File: src/rtl/inert_serf.sv
// Cycle-based SPI responder model of the inertial sensor: 16-bit frames,
// config registers, periodic sample snapshots and a data-ready interrupt.
module inert_serf #(
  parameter logic [15:0] DATA_PERIOD = 16'd2048
) (
  input  logic        clk,
  input  logic        rst_n,
  input  logic        SS_n,
  input  logic        SCLK,
  input  logic        MOSI,
  output logic        MISO,
  output logic        INT,
  input  logic [15:0] ptch_in,
  input  logic [15:0] roll_in,
  input  logic [15:0] yaw_in,
  input  logic [15:0] ax_in,
  input  logic [15:0] ay_in
);

  logic [2:0]  ss_sync_r;
  logic [2:0]  sclk_sync_r;
  logic [1:0]  mosi_sync_r;
  logic        ss_n_s;
  logic        mosi_s;
  logic        ss_fall_s;
  logic        ss_rise_s;
  logic        sclk_rise_s;
  logic        sclk_fall_s;

  logic [4:0]  bit_cnt_r;
  logic [15:0] rx_shft_r;
  logic [15:0] rx_next_s;
  logic [7:0]  tx_shft_r;
  logic        miso_r;
  logic        int_r;
  logic        rise8_s;
  logic [6:0]  addr_s;
  logic        is_read_s;
  logic [7:0]  rd_data_s;
  logic        frame_done_s;
  logic        wr_en_s;
  logic        int_clr_s;

  logic [7:0]  cfg_0d_r;
  logic [7:0]  cfg_10_r;
  logic [7:0]  cfg_11_r;
  logic [7:0]  cfg_14_r;
  logic [15:0] ptch_r;
  logic [15:0] roll_r;
  logic [15:0] yaw_r;
  logic [15:0] ax_r;
  logic [15:0] ay_r;

  logic [15:0] timer_r;
  logic        sample_due_r;
  logic        wrap_s;
  logic        snap_s;

  // Pin synchronizers; SS_n and SCLK idle high so they reset high.
  always_ff @(posedge clk or negedge rst_n) begin
    if (!rst_n) begin
      ss_sync_r   <= 3'b111;
      sclk_sync_r <= 3'b111;
      mosi_sync_r <= 2'b00;
    end else begin
      ss_sync_r   <= {ss_sync_r[1:0], SS_n};
      sclk_sync_r <= {sclk_sync_r[1:0], SCLK};
      mosi_sync_r <= {mosi_sync_r[0], MOSI};
    end
  end

  assign ss_n_s      = ss_sync_r[1];
  assign mosi_s      = mosi_sync_r[1];
  assign ss_fall_s   = ss_sync_r[2] & ~ss_sync_r[1];
  assign ss_rise_s   = ~ss_sync_r[2] & ss_sync_r[1];
  assign sclk_rise_s = ~sclk_sync_r[2] & sclk_sync_r[1] & ~ss_n_s;
  assign sclk_fall_s = sclk_sync_r[2] & ~sclk_sync_r[1] & ~ss_n_s;

  assign rx_next_s    = {rx_shft_r[14:0], mosi_s};
  assign rise8_s      = sclk_rise_s & (bit_cnt_r == 5'd7);
  assign addr_s       = rx_next_s[6:0];
  assign is_read_s    = rx_next_s[7];
  assign frame_done_s = ss_rise_s & (bit_cnt_r == 5'd16);
  assign wr_en_s      = frame_done_s & ~rx_shft_r[15];
  assign int_clr_s    = frame_done_s & (rx_shft_r[15:8] == 8'hA2);

  // Receive shifter and bit counter; rises past the 16th are ignored.
  always_ff @(posedge clk or negedge rst_n) begin
    if (!rst_n) begin
      bit_cnt_r <= 5'd0;
      rx_shft_r <= 16'h0000;
    end else if (ss_fall_s) begin
      bit_cnt_r <= 5'd0;
      rx_shft_r <= 16'h0000;
    end else if (sclk_rise_s && (bit_cnt_r < 5'd16)) begin
      bit_cnt_r <= bit_cnt_r + 5'd1;
      rx_shft_r <= rx_next_s;
    end else begin
      bit_cnt_r <= bit_cnt_r;
      rx_shft_r <= rx_shft_r;
    end
  end

  // Register read mux; unmapped addresses read as zero.
  always_comb begin
    rd_data_s = 8'h00;
    case (addr_s)
      7'h0D:   rd_data_s = cfg_0d_r;
      7'h10:   rd_data_s = cfg_10_r;
      7'h11:   rd_data_s = cfg_11_r;
      7'h14:   rd_data_s = cfg_14_r;
      7'h22:   rd_data_s = ptch_r[7:0];
      7'h23:   rd_data_s = ptch_r[15:8];
      7'h24:   rd_data_s = roll_r[7:0];
      7'h25:   rd_data_s = roll_r[15:8];
      7'h26:   rd_data_s = yaw_r[7:0];
      7'h27:   rd_data_s = yaw_r[15:8];
      7'h28:   rd_data_s = ax_r[7:0];
      7'h29:   rd_data_s = ax_r[15:8];
      7'h2A:   rd_data_s = ay_r[7:0];
      7'h2B:   rd_data_s = ay_r[15:8];
      default: rd_data_s = 8'h00;
    endcase
  end

  // Response shifter: loaded at the 8th rise, one bit out per following fall.
  always_ff @(posedge clk or negedge rst_n) begin
    if (!rst_n) begin
      tx_shft_r <= 8'h00;
      miso_r    <= 1'b0;
    end else if (ss_fall_s || ss_rise_s) begin
      tx_shft_r <= 8'h00;
      miso_r    <= 1'b0;
    end else if (rise8_s) begin
      tx_shft_r <= is_read_s ? rd_data_s : 8'h00;
      miso_r    <= miso_r;
    end else if (sclk_fall_s && (bit_cnt_r >= 5'd8) && (bit_cnt_r < 5'd16)) begin
      tx_shft_r <= {tx_shft_r[6:0], 1'b0};
      miso_r    <= tx_shft_r[7];
    end else begin
      tx_shft_r <= tx_shft_r;
      miso_r    <= miso_r;
    end
  end

  // Config register writes commit only when a complete write frame ends.
  always_ff @(posedge clk or negedge rst_n) begin
    if (!rst_n) begin
      cfg_0d_r <= 8'h00;
      cfg_10_r <= 8'h00;
      cfg_11_r <= 8'h00;
      cfg_14_r <= 8'h00;
    end else if (wr_en_s) begin
      case (rx_shft_r[14:8])
        7'h0D:   cfg_0d_r <= rx_shft_r[7:0];
        7'h10:   cfg_10_r <= rx_shft_r[7:0];
        7'h11:   cfg_11_r <= rx_shft_r[7:0];
        7'h14:   cfg_14_r <= rx_shft_r[7:0];
        default: cfg_0d_r <= cfg_0d_r;
      endcase
    end else begin
      cfg_0d_r <= cfg_0d_r;
    end
  end

  assign wrap_s = (timer_r == (DATA_PERIOD - 16'd1));
  // Snapshots wait for SS_n high so a frame never reads torn data.
  assign snap_s = sample_due_r & ss_n_s;

  // Sample period timer and pending-sample flag.
  always_ff @(posedge clk or negedge rst_n) begin
    if (!rst_n) begin
      timer_r      <= 16'd0;
      sample_due_r <= 1'b0;
    end else begin
      timer_r <= wrap_s ? 16'd0 : (timer_r + 16'd1);
      if (wrap_s) begin
        sample_due_r <= 1'b1;
      end else if (snap_s) begin
        sample_due_r <= 1'b0;
      end else begin
        sample_due_r <= sample_due_r;
      end
    end
  end

  // Data register snapshot.
  always_ff @(posedge clk or negedge rst_n) begin
    if (!rst_n) begin
      ptch_r <= 16'h0000;
      roll_r <= 16'h0000;
      yaw_r  <= 16'h0000;
      ax_r   <= 16'h0000;
      ay_r   <= 16'h0000;
    end else if (snap_s) begin
      ptch_r <= ptch_in;
      roll_r <= roll_in;
      yaw_r  <= yaw_in;
      ax_r   <= ax_in;
      ay_r   <= ay_in;
    end else begin
      ptch_r <= ptch_r;
      roll_r <= roll_r;
      yaw_r  <= yaw_r;
      ax_r   <= ax_r;
      ay_r   <= ay_r;
    end
  end

  // Data-ready interrupt; a new sample outranks the read-clear.
  always_ff @(posedge clk or negedge rst_n) begin
    if (!rst_n) begin
      int_r <= 1'b0;
    end else if (snap_s && cfg_0d_r[1]) begin
      int_r <= 1'b1;
    end else if (int_clr_s) begin
      int_r <= 1'b0;
    end else begin
      int_r <= int_r;
    end
  end

  assign MISO = miso_r;
  assign INT  = int_r;

endmodule

File: config.mk
export PLATFORM = sky130hd
export DESIGN_NAME = inert_serf
export DESIGN_NICKNAME = d
export VERILOG_FILES = /design/src/rtl/inert_serf.sv
export SDC_FILE = /design/constraint.sdc
export NUM_CORES = 1
export LEC_CHECK = 0
export ABC_AREA = 0
export BUFFER_PORTS_ARGS = -buffer_cell sky130_fd_sc_hd__clkbuf_2
export CORE_UTILIZATION = 50
export CTS_CLUSTER_DIAMETER = 80
export DETAILED_ROUTE_END_ITERATION = 7
export PLACE_DENSITY = 0.81
export SLEW_MARGIN = 10
export SYNTH_ARGS = -nofsm -noshare
export SYNTH_HDL_FRONTEND = slang
export SYNTH_SLANG_ARGS = --single-unit
File: constraint.sdc
create_clock -name clk -period 3.77 [get_ports clk]
set_input_delay 0.377 -clock clk [delete_from_list [all_inputs] [get_ports clk]]
set_output_delay 0.377 -clock clk [all_outputs]
set_load 0.005 [all_outputs]
==> results of run 1 <==
worst register-to-register path, stage by stage, from the launching register on:
cell      delay [ns]
dfrtp_1         0.92
nor2b_1         0.98
a22oi_1         0.22
a211oi_1        0.31
nor4_1          0.11
o22ai_1         0.17
cell type report:
type | count | area (sq um)
clock buffer | 17 | 425
clock inverter | 15 | 190
fill | 1177 | 6240
inverter | 7 | 26.3
multi-input combinational | 414 | 3370
sequential | 168 | 4210
tap | 188 | 235
timing repair buffer | 93 | 502
cell usage in the layout (no fill, tap or decap), drive strengths merged, types with 5 or more instances in the layout:
cell type / count
dfrtp: 162
mux2: 123
clkbuf: 102
nand2: 54
nor2: 33
a21oi: 22
mux2i: 18
a22oi: 17
o22ai: 14
nand3: 13
inv: 13
xor2: 11
nor4: 11
nor3: 9
nand3b: 8
buf: 8
nand4: 7
dfstp: 6
and3: 5
ha: 5
how the worst max path moves through the flow:
stage	start	end	slack [ns]	cells after the start
after CTS	rx_shft_r[2]	tx_shft_r[5]	1.12	5
after global placement	rx_shft_r[2]	tx_shft_r[5]	1.34	5
after floorplan	ss_sync_r[1]	cfg_0d_r[0]	1.80	6
after detailed placement	rx_shft_r[2]	tx_shft_r[5]	1.18	5
final	rx_shft_r[2]	tx_shft_r[5]	0.98	5
after global routing	rx_shft_r[2]	tx_shft_r[5]	0.84	5
through the flow:
step | hold slack (ns) | instances | cell area (sq um)
2_1_floorplan | 0.0814 | 628 | 7760
3_3_place_gp | 0.346 | 870 | 8340
3_5_place_dp | 0.347 | 870 | 8340
4_1_cts | 0.00487 | 902 | 8960
5_1_grt | 0.00151 | 902 | 8960
6_report | 0.0131 | 902 | 8960
per-layer routing:
metal / routed length, microns / part of all wire (%) / GRT usage (%) / vias to the layer above
li1: - / - / - / 2421
met1: 7400 / 42 / 30.9 / 2731
met2: 8950 / 50 / 38.9 / 198
met3: 969 / 5.5 / 4.89 / 36
met4: 410 / 2.3 / 9.78 / 0
met5: 0 / 0 / 0 / -
power breakdown:
group          switching, mW  total (mW)  internal, mW
clock network          0.764        1.82          1.06
logic                  0.114       0.217         0.103
registers             0.0463        1.90          1.86
total                  0.924        3.94          3.02
registers in the layout (all words and copies together), names as in the netlist:
| register | cells |
|---|---|
| roll_r | 16 |
| INT | 1 |
| cfg_11_r | 8 |
| cfg_14_r | 8 |
| timer_r | 16 |
| sample_due_r | 1 |
| yaw_r | 16 |
| tx_shft_r | 8 |
| sclk_sync_r | 3 |
| ptch_r | 16 |
| ax_r | 16 |
| cfg_0d_r | 8 |
| MISO | 1 |
| ss_sync_r | 3 |
| cfg_10_r | 8 |
| bit_cnt_r | 5 |
| mosi_sync_r | 2 |
| rx_shft_r | 16 |
| ay_r | 16 |
logic make-up after synthesis:
logic type / count (synthesis) / synth area share [%]
buffers and inverters: 46 / 2.53
AND/OR/NAND/NOR: 167 / 12.2
flip-flops: 168 / 54.3
AO/OA/AOI/OAI: 83 / 7.45
XOR/XNOR: 15 / 1.69
multiplexers: 144 / 21.0
adder cells (fa/ha/maj): 5 / 0.806
==> impl_metrics.ini, run 1 <==
[synthesis]
synth_area_leaders = dfrtp_1, mux2_2, nand2_1
yosysMostFrequentCell = dfrtp_1
avgSynthCellArea_sq_um = 12.4
syn_inst = 628
synth_top_area_share_pct = 52.2
yosysUniqueCellTypes = 62
synth_flop_cell = dfrtp_1
async_flop_share_pct = 100
yosys-top-cells-count = dfrtp_1, mux2_2, nand2_1, nor2_1, a21oi_1
synth_area_sq_mm = 0.00776
seq_area_frac_synth_pct = 54.3
syn_nets = 718
yosys.area.top_type = dfrtp_1
ys_seq_elements = 168
synth_edf_count = 0
ys_warn_count = 0

[detailed_routing]
drc = 0
antenna_left = 0
first_iter_violations = 493
vias = 5386
viasPerCell = 5.97
post_drt_wl_per_cell_microns = 19.7
finalWirelength_mm = 17.7
drt_first_pass_iters = 5

[global_routing]
grt_pass1_vias = 5483
track_usage_pct = 23.7
grt.overflow.total = 0
grt_antenna_before_repair = 0
grt_max_degree = 97
grt_pass1_wl_mm = 28.9

[critical_path]
cp.arrival_ns = 3.13
path_class = reg2reg
r2r_start = rx_shft_r[2]
path_delay_family = simple AND/OR/NAND/NOR gates
timing.rr.end = tx_shft_r[5]
worst-r2r-setup-slack_ns = 0.98
worstSetupStartpointType = flop
end_kind = flop
cp.buffers_inverters = 0
cpPeakStageDelay_ns = 0.97
crit_fanout = 27
cp_slowest_cell = nor2b_1
cp.required_ns = 4.11
ff2ff_path_depth = 5
worstPathCellList = nor2b_1, a22oi_1, a211oi_1, nor4_1, o22ai_1

[clock_tree]
post_cts_buffers = 0
cts_resized = 0
cts_buffers = 17
clock_latency_ns = 0.44
tritoncts = built
cts_sinks = 168
clk_pin_slew_ns = 0.07
cts_buffer_depth = 2
clockRootBuffer = clkbuf_16
htreeDepth = 4
cts_hold_buf = 0

[layout]
syn_to_final_growth_pct = 15.4
drive_above_1_share_pct = 38.2
final_util_pct = 58.9
nets = 791
num_antenna_cells = 0

[timing]
final-setup-viol-count = 0
rsz0062_at_grt = no
worstMarginPinSlew_ns = 1.12
slew_violations = 0
max_slew_margin_pct = 24.9
timing.fmax_ghz = 0.359
finalCriticalPeriod_ns = 2.79
hold_viol_final = 0
fin_tns_setup_ns = 0
post-route-period-util_pct = 74.0
timing.final.ws_setup_ns = 0.982
clock_skew_ns = 0.0120

[floorplanning]
rows = 45
die_y_microns = 127
initial_core_util_pct = 51.1
dieArea_sq_mm = 0.0160
core_region_area_sq_mm = 0.0152
ios = 87
fp.dieW_microns = 127

[run]
max_cap_viol_count = 0

[power]
total_power_mw = 3.94
power_density_mw_per_mm2 = 440
peakVddDrop_mv = 0.349
p_leak_nw = 4.04

[placed_design]
post-dp-hpwl_mm = 12.4
port_buffers = 86
gp_congestion = 0.855
pre_cts_ws_ns = 1.18

[status]
outcome = finished clean

[worst_hold_path]
worstHoldPathType = in2async
(Power assumes the default switching activity.)
==> run 2: changes to the inputs <==
--- a/config.mk
+++ b/config.mk
@@ -5,7 +5,7 @@
 export SDC_FILE = /design/constraint.sdc
 export NUM_CORES = 1
 export LEC_CHECK = 0
-export ABC_AREA = 0
+export ABC_AREA = 1
 export BUFFER_PORTS_ARGS = -buffer_cell sky130_fd_sc_hd__clkbuf_2
 export CORE_UTILIZATION = 50
 export CTS_CLUSTER_DIAMETER = 80
==> constraint.sdc (replaced) <==
create_clock -name clk -period 2.6 [get_ports clk]
set_input_delay 0.26 -clock clk [delete_from_list [all_inputs] [get_ports clk]]
set_output_delay 0.26 -clock clk [all_outputs]
set_load 0.005 [all_outputs]
==> run 2 against run 1 <==
- routed wire length is 0.55% higher
- largest power group unchanged
- fmax is 26% higher
- flip-flop and latch count stayed put
- sequential power is 44% higher
==> impl_metrics.ini, run 2 <==
[status]
outcome = finished clean

[placed_design]
port_buffers = 86
placedCellCount = 1108
post-dp-hpwl_mm = 12.2
pre_cts_ws_ns = 0.422
gp_congestion = 0.917

[global_routing]
grt_max_degree = 79
grtUsageMet2_pct = 38.5
grt_antenna_before_repair = 0
grt_pass1_wl_mm = 29.4
gr-max-usage-layer = met2
grt.overflow.total = 0
grt_use_met3_pct = 5.61
global_route.usage.met1_pct = 30.8
grt_pass1_vias = 6073
track_usage_pct = 23.3

[timing]
finalCriticalPeriod_ns = 2.21
final-setup-viol-count = 0
fin_tns_setup_ns = 0
worstMarginPinSlew_ns = 0.711
slew_violations = 0
post-route-period-util_pct = 85.0
clock_skew_ns = 0.0111
timing.final.ws_setup_ns = 0.389
hold_slack_ns = 0.0500
hold_viol_final = 0
rsz0062_at_grt = no
max_slew_margin_pct = 52.6
timing.fmax_ghz = 0.452

[layout]
final_cell_mix = nand2_1, dfrtp_1, nand3_1
seq_area_sq_mm = 0.00421
nets = 1010
final_util_pct = 60.1
multiInputGateArea_sq_mm = 0.00328
syn_to_final_growth_pct = 16.6
mostFrequentLayoutCell = nand2_1
num_antenna_cells = 0
drive_above_1_share_pct = 25.9
instances_no_fill = 1144
fillers = 1265

[critical_path]
path_class = reg2reg
r2r_start = ss_sync_r[1]
crit_fanout = 16
end_kind = flop
cp.arrival_ns = 2.53
worstPathCellList = ha_1, nand4_1, nor2_2, nand4_1, o21ai_0
worstSetupStartpointType = flop
crit_top_cell = nand4_1
cp_slowest_cell = dfstp_2
critPathLaunch = ss_sync_r[1]
cpPeakStageDelay_ns = 0.66
path_delay_family = simple AND/OR/NAND/NOR gates
cp.buffers_inverters = 0
cp.required_ns = 2.92

[synthesis]
synth_edf_count = 0
yosys.area.top_type = dfrtp_1
yosysMostFrequentCell = nand2_1
synth_area_sq_mm = 0.00789
ys_seq_elements = 168
syn_nets = 918
avgSynthCellArea_sq_um = 9.53
async_flop_share_pct = 100
yosysUniqueCellTypes = 36
yosys-top-cells-count = nand2_1, dfrtp_1, nand3_1, mux2_2, inv_1
ys_warn_count = 0
synth_area_leaders = dfrtp_1, mux2_2, nand2_1
synth_top_area_share_pct = 51.4
synth_flop_cell = dfrtp_1
syn_inst = 828
seq_area_frac_synth_pct = 53.4

[floorplanning]
ios = 87
dieArea_sq_mm = 0.0163
initial_core_util_pct = 51.5
rows = 45
fp.dieW_microns = 128
core_region_area_sq_mm = 0.0153
die_y_microns = 128

[clock_tree]
cts_buffers = 17
cts_sinks = 168
clk_pin_slew_ns = 0.07
cts_buffer_depth = 2
cts_resized = 0
htreeDepth = 4
cts_hold_buf = 4
clock_latency_ns = 0.43
post_cts_buffers = 0
tritoncts = built
clockRootBuffer = clkbuf_16

[detailed_routing]
drc = 0
post_drt_wl_per_cell_microns = 15.6
first_iter_violations = 591
antenna_left = 0
finalWirelength_mm = 17.8
vias = 6213
drt_first_pass_iters = 5
viasPerCell = 5.43

[power]
p_leak_nw = 4.46
power_density_mw_per_mm2 = 615
peakVddDrop_mv = 0.493

[run]
max_cap_viol_count = 0

[worst_hold_path]
min_from = roll_in[2]
worstHoldPathType = in2reg
## run 2: changes by cell type after synthesis, moves of 14 or more
cell	delta
o22ai_1	-14
a21oi_1	-18
nand3_1	+121
o21ai_0	+49
mux2i_1	-18
nand2_1	+131
inv_1	+56
mux2_2	-43
a22oi_1	-17
## run 2: metrics by stage
stage / cell area (sq um) / power (mW)
2_1_floorplan: 7890 / 2.90
3_3_place_gp: 8550 / 3.06
3_5_place_dp: 8550 / 3.07
4_1_cts: 9200 / 5.69
5_1_grt: 9200 / 5.83
6_report: 9200 / 5.66
## run 2: cell families after synthesis
group / synth area share, %
compound gates: 4.00
xor+xnor: 1.33
fa+ha+maj: 0.793
buf+inv: 5.20
flops: 53.4
mux: 11.4
simple gates: 23.9
## run 2: per-layer routing
metal | routed length, microns | share of wire (%) | vias up
li1 | - | - | 2930
met1 | 7780 | 44 | 3002
met2 | 8670 | 49 | 252
met3 | 1090 | 6.1 | 29
met4 | 283 | 1.6 | 0
met5 | 0 | 0 | -
## run 2: worst paths after layout
| kind | slack (ns) | depth (start not counted) | end |
|---|---|---|---|
| setup / recovery | 0.39 | 5 | cfg_14_r[2] |
| hold / removal | 0.05 | 2 | roll_r[2] |
| setup reg to reg | 0.39 | 5 | cfg_14_r[2] |
| hold reg to reg | 0.35 | 0 | mosi_sync_r[1] |
| max in group asynchronous | 1.35 | 3 | yaw_r[12] |
| min in group asynchronous | 0.44 | 2 | cfg_14_r[1] |
## run 2: worst reg2reg max path, delay by kind of cell (launching register included)
| kind | cells | cell delay, ns |
|---|---|---|
| AND/OR/NAND/NOR | 3 | 0.83 |
| flip-flops | 1 | 0.66 |
| AO/OA/AOI/OAI | 1 | 0.42 |
| adder cells (fa/ha/maj) | 1 | 0.20 |
## run 2: area by class of cell
type                    count  area share (%)
flip-flops and latches    168            45.8
multi-input cells         564            35.6
repair buffers             97            6.02
clock buffers              22            5.15
inverters                  72            3.03
well taps                 211            2.87
clock inverters            10            1.54
## run 2: power breakdown
part / internal [mW] / leakage, nW / total, mW / switching (mW)
logic: 0.123 / 2.04 / 0.288 / 0.165
clock network: 1.59 / 0.297 / 2.63 / 1.04
registers: 2.69 / 2.12 / 2.74 / 0.0502
==> run 3: changes to the inputs <==
--- a/config.mk
+++ b/config.mk
@@ -8,6 +8,7 @@
 export ABC_AREA = 1
 export BUFFER_PORTS_ARGS = -buffer_cell sky130_fd_sc_hd__clkbuf_2
 export CORE_UTILIZATION = 50
+export CTS_BUF_LIST = sky130_fd_sc_hd__clkbuf_16
 export CTS_CLUSTER_DIAMETER = 80
 export DETAILED_ROUTE_END_ITERATION = 7
 export PLACE_DENSITY = 0.81
==> run 3 against run 2 <==
- sequential share of layout area grew 0.15 points
- global-route usage is essentially flat
- worst hold slack gained 0.00071 ns
- via count shrank 1.1%
- setup slack lost 0.0017 ns
- sequential power is essentially flat
- core utilization shrank 0.20 points
==> impl_metrics.ini, run 3 (same netlist as run 2, synthesis figures left out) <==
[critical_path]
critPathLaunch = ss_sync_r[1]
worst-r2r-setup-slack_ns = 0.39
path_class = reg2reg
cp.buffers_inverters = 0
cp_slowest_cell = dfstp_2
cp.arrival_ns = 2.54
crit_end = cfg_14_r[2]
worstSetupStartpointType = flop
timing.rr.end = cfg_14_r[2]
path_delay_family = simple AND/OR/NAND/NOR gates
cpPeakStageDelay_ns = 0.66
worstPathCellList = ha_1, nand4_1, nor2_2, nand4_1, o21ai_0
cp.required_ns = 2.92
r2r_start = ss_sync_r[1]
crit_top_cell = nand4_1
crit_fanout = 16
end_kind = flop
cp_num_cells = 5
ff2ff_path_depth = 5

[status]
outcome = finished clean

[timing]
post-route-period-util_pct = 85.1
finalCriticalPeriod_ns = 2.21
max_slew_margin_pct = 52.6
timing.final.ws_setup_ns = 0.387
timing.fmax_ghz = 0.452
clock_skew_ns = 0.00820
final-setup-viol-count = 0
hold_viol_final = 0
rsz0062_at_grt = no
slew_violations = 0
fin_tns_setup_ns = 0
worstMarginPinSlew_ns = 0.711

[power]
power_density_mw_per_mm2 = 606
peakVddDrop_mv = 0.505
p_leak_nw = 4.45

[floorplanning]
rows = 45
fp.dieW_microns = 128
die_y_microns = 128
initial_core_util_pct = 51.5
dieArea_sq_mm = 0.0163
core_region_area_sq_mm = 0.0153
ios = 87

[clock_tree]
cts_buffers = 17
clock_latency_ns = 0.43
tritoncts = built
htreeDepth = 4
cts_buffer_depth = 2
post_cts_buffers = 0
cts_sinks = 168
cts_resized = 0
clk_pin_slew_ns = 0.07
cts_hold_buf = 4
clockRootBuffer = clkbuf_16

[global_routing]
grt_antenna_before_repair = 0
grt_pass1_wl_mm = 29.4
grt_pass1_vias = 6057
grt.overflow.total = 0
track_usage_pct = 23.4
grt_max_degree = 79

[layout]
mostFrequentLayoutCell = nand2_1
nets = 1010
final_util_pct = 59.9
drive_above_1_share_pct = 25.6
num_antenna_cells = 0
fin_area_sq_mm = 0.00917
final_cell_mix = nand2_1, dfrtp_1, nand3_1
syn_to_final_growth_pct = 16.2

[detailed_routing]
antenna_left = 0
top_layer_used = met4
vias = 6144
wl_met2_mm = 8.57
drt_first_pass_iters = 7
met1_length_mm = 7.66
viasPerCell = 5.37
post_drt_wl_per_cell_microns = 15.5
drc = 0
first_iter_violations = 515
dr_wl_met3_mm = 1.13
finalWirelength_mm = 17.7

[placed_design]
pre_cts_ws_ns = 0.422
post-dp-hpwl_mm = 12.2
gp_congestion = 0.917
place_area_sq_mm = 0.00855
port_buffers = 86

[worst_hold_path]
worstHoldPathType = in2reg

[run]
max_cap_viol_count = 0
-- run 3: how the worst min path moves through the flow --
stage | from | to | slack, ns | cells after the start
6_report | roll_in[2] | roll_r[2] | 0.05 | 2
3_5_place_dp | rst_n | cfg_14_r[2] | 0.34 | 1
3_3_place_gp | mosi_sync_r[0] | mosi_sync_r[1] | 0.33 | 0
4_1_cts | roll_in[2] | roll_r[2] | 0.05 | 2
5_1_grt | roll_in[2] | roll_r[2] | 0.04 | 2
2_1_floorplan | rst_n | INT | -0.04 | 0
-- run 3: final cells by class --
cell class | instances | area [sq um]
well taps | 211 | 264
inverters | 72 | 279
multi-input cells | 564 | 3280
clock inverters | 15 | 160
flip-flops and latches | 168 | 4210
fillers | 1267 | 6140
repair buffers | 97 | 554
clock buffers | 17 | 425
-- run 3: power by group --
| part | internal (mW) | switching [mW] |
|---|---|---|
| clock network | 1.49 | 1.03 |
| logic | 0.123 | 0.164 |
| registers | 2.69 | 0.0503 |
| total | 4.31 | 1.25 |
-- run 3: routing by layer --
metal | up-vias | track usage, %
met5 | - | 0
met4 | 0 | 6.99
met3 | 37 | 5.65
met2 | 218 | 38.3
met1 | 2956 | 30.9
li1 | 2933 | -
-- run 3: stage by stage --
stage               power [mW]  cells  hold WS [ns]
CTS                       5.59   1144        0.0473
global route              5.74   1144        0.0448
finish                    5.56   1144        0.0507
global placement          3.06   1108         0.333
detailed placement        3.07   1108         0.336
floorplan                 2.90    828       -0.0356
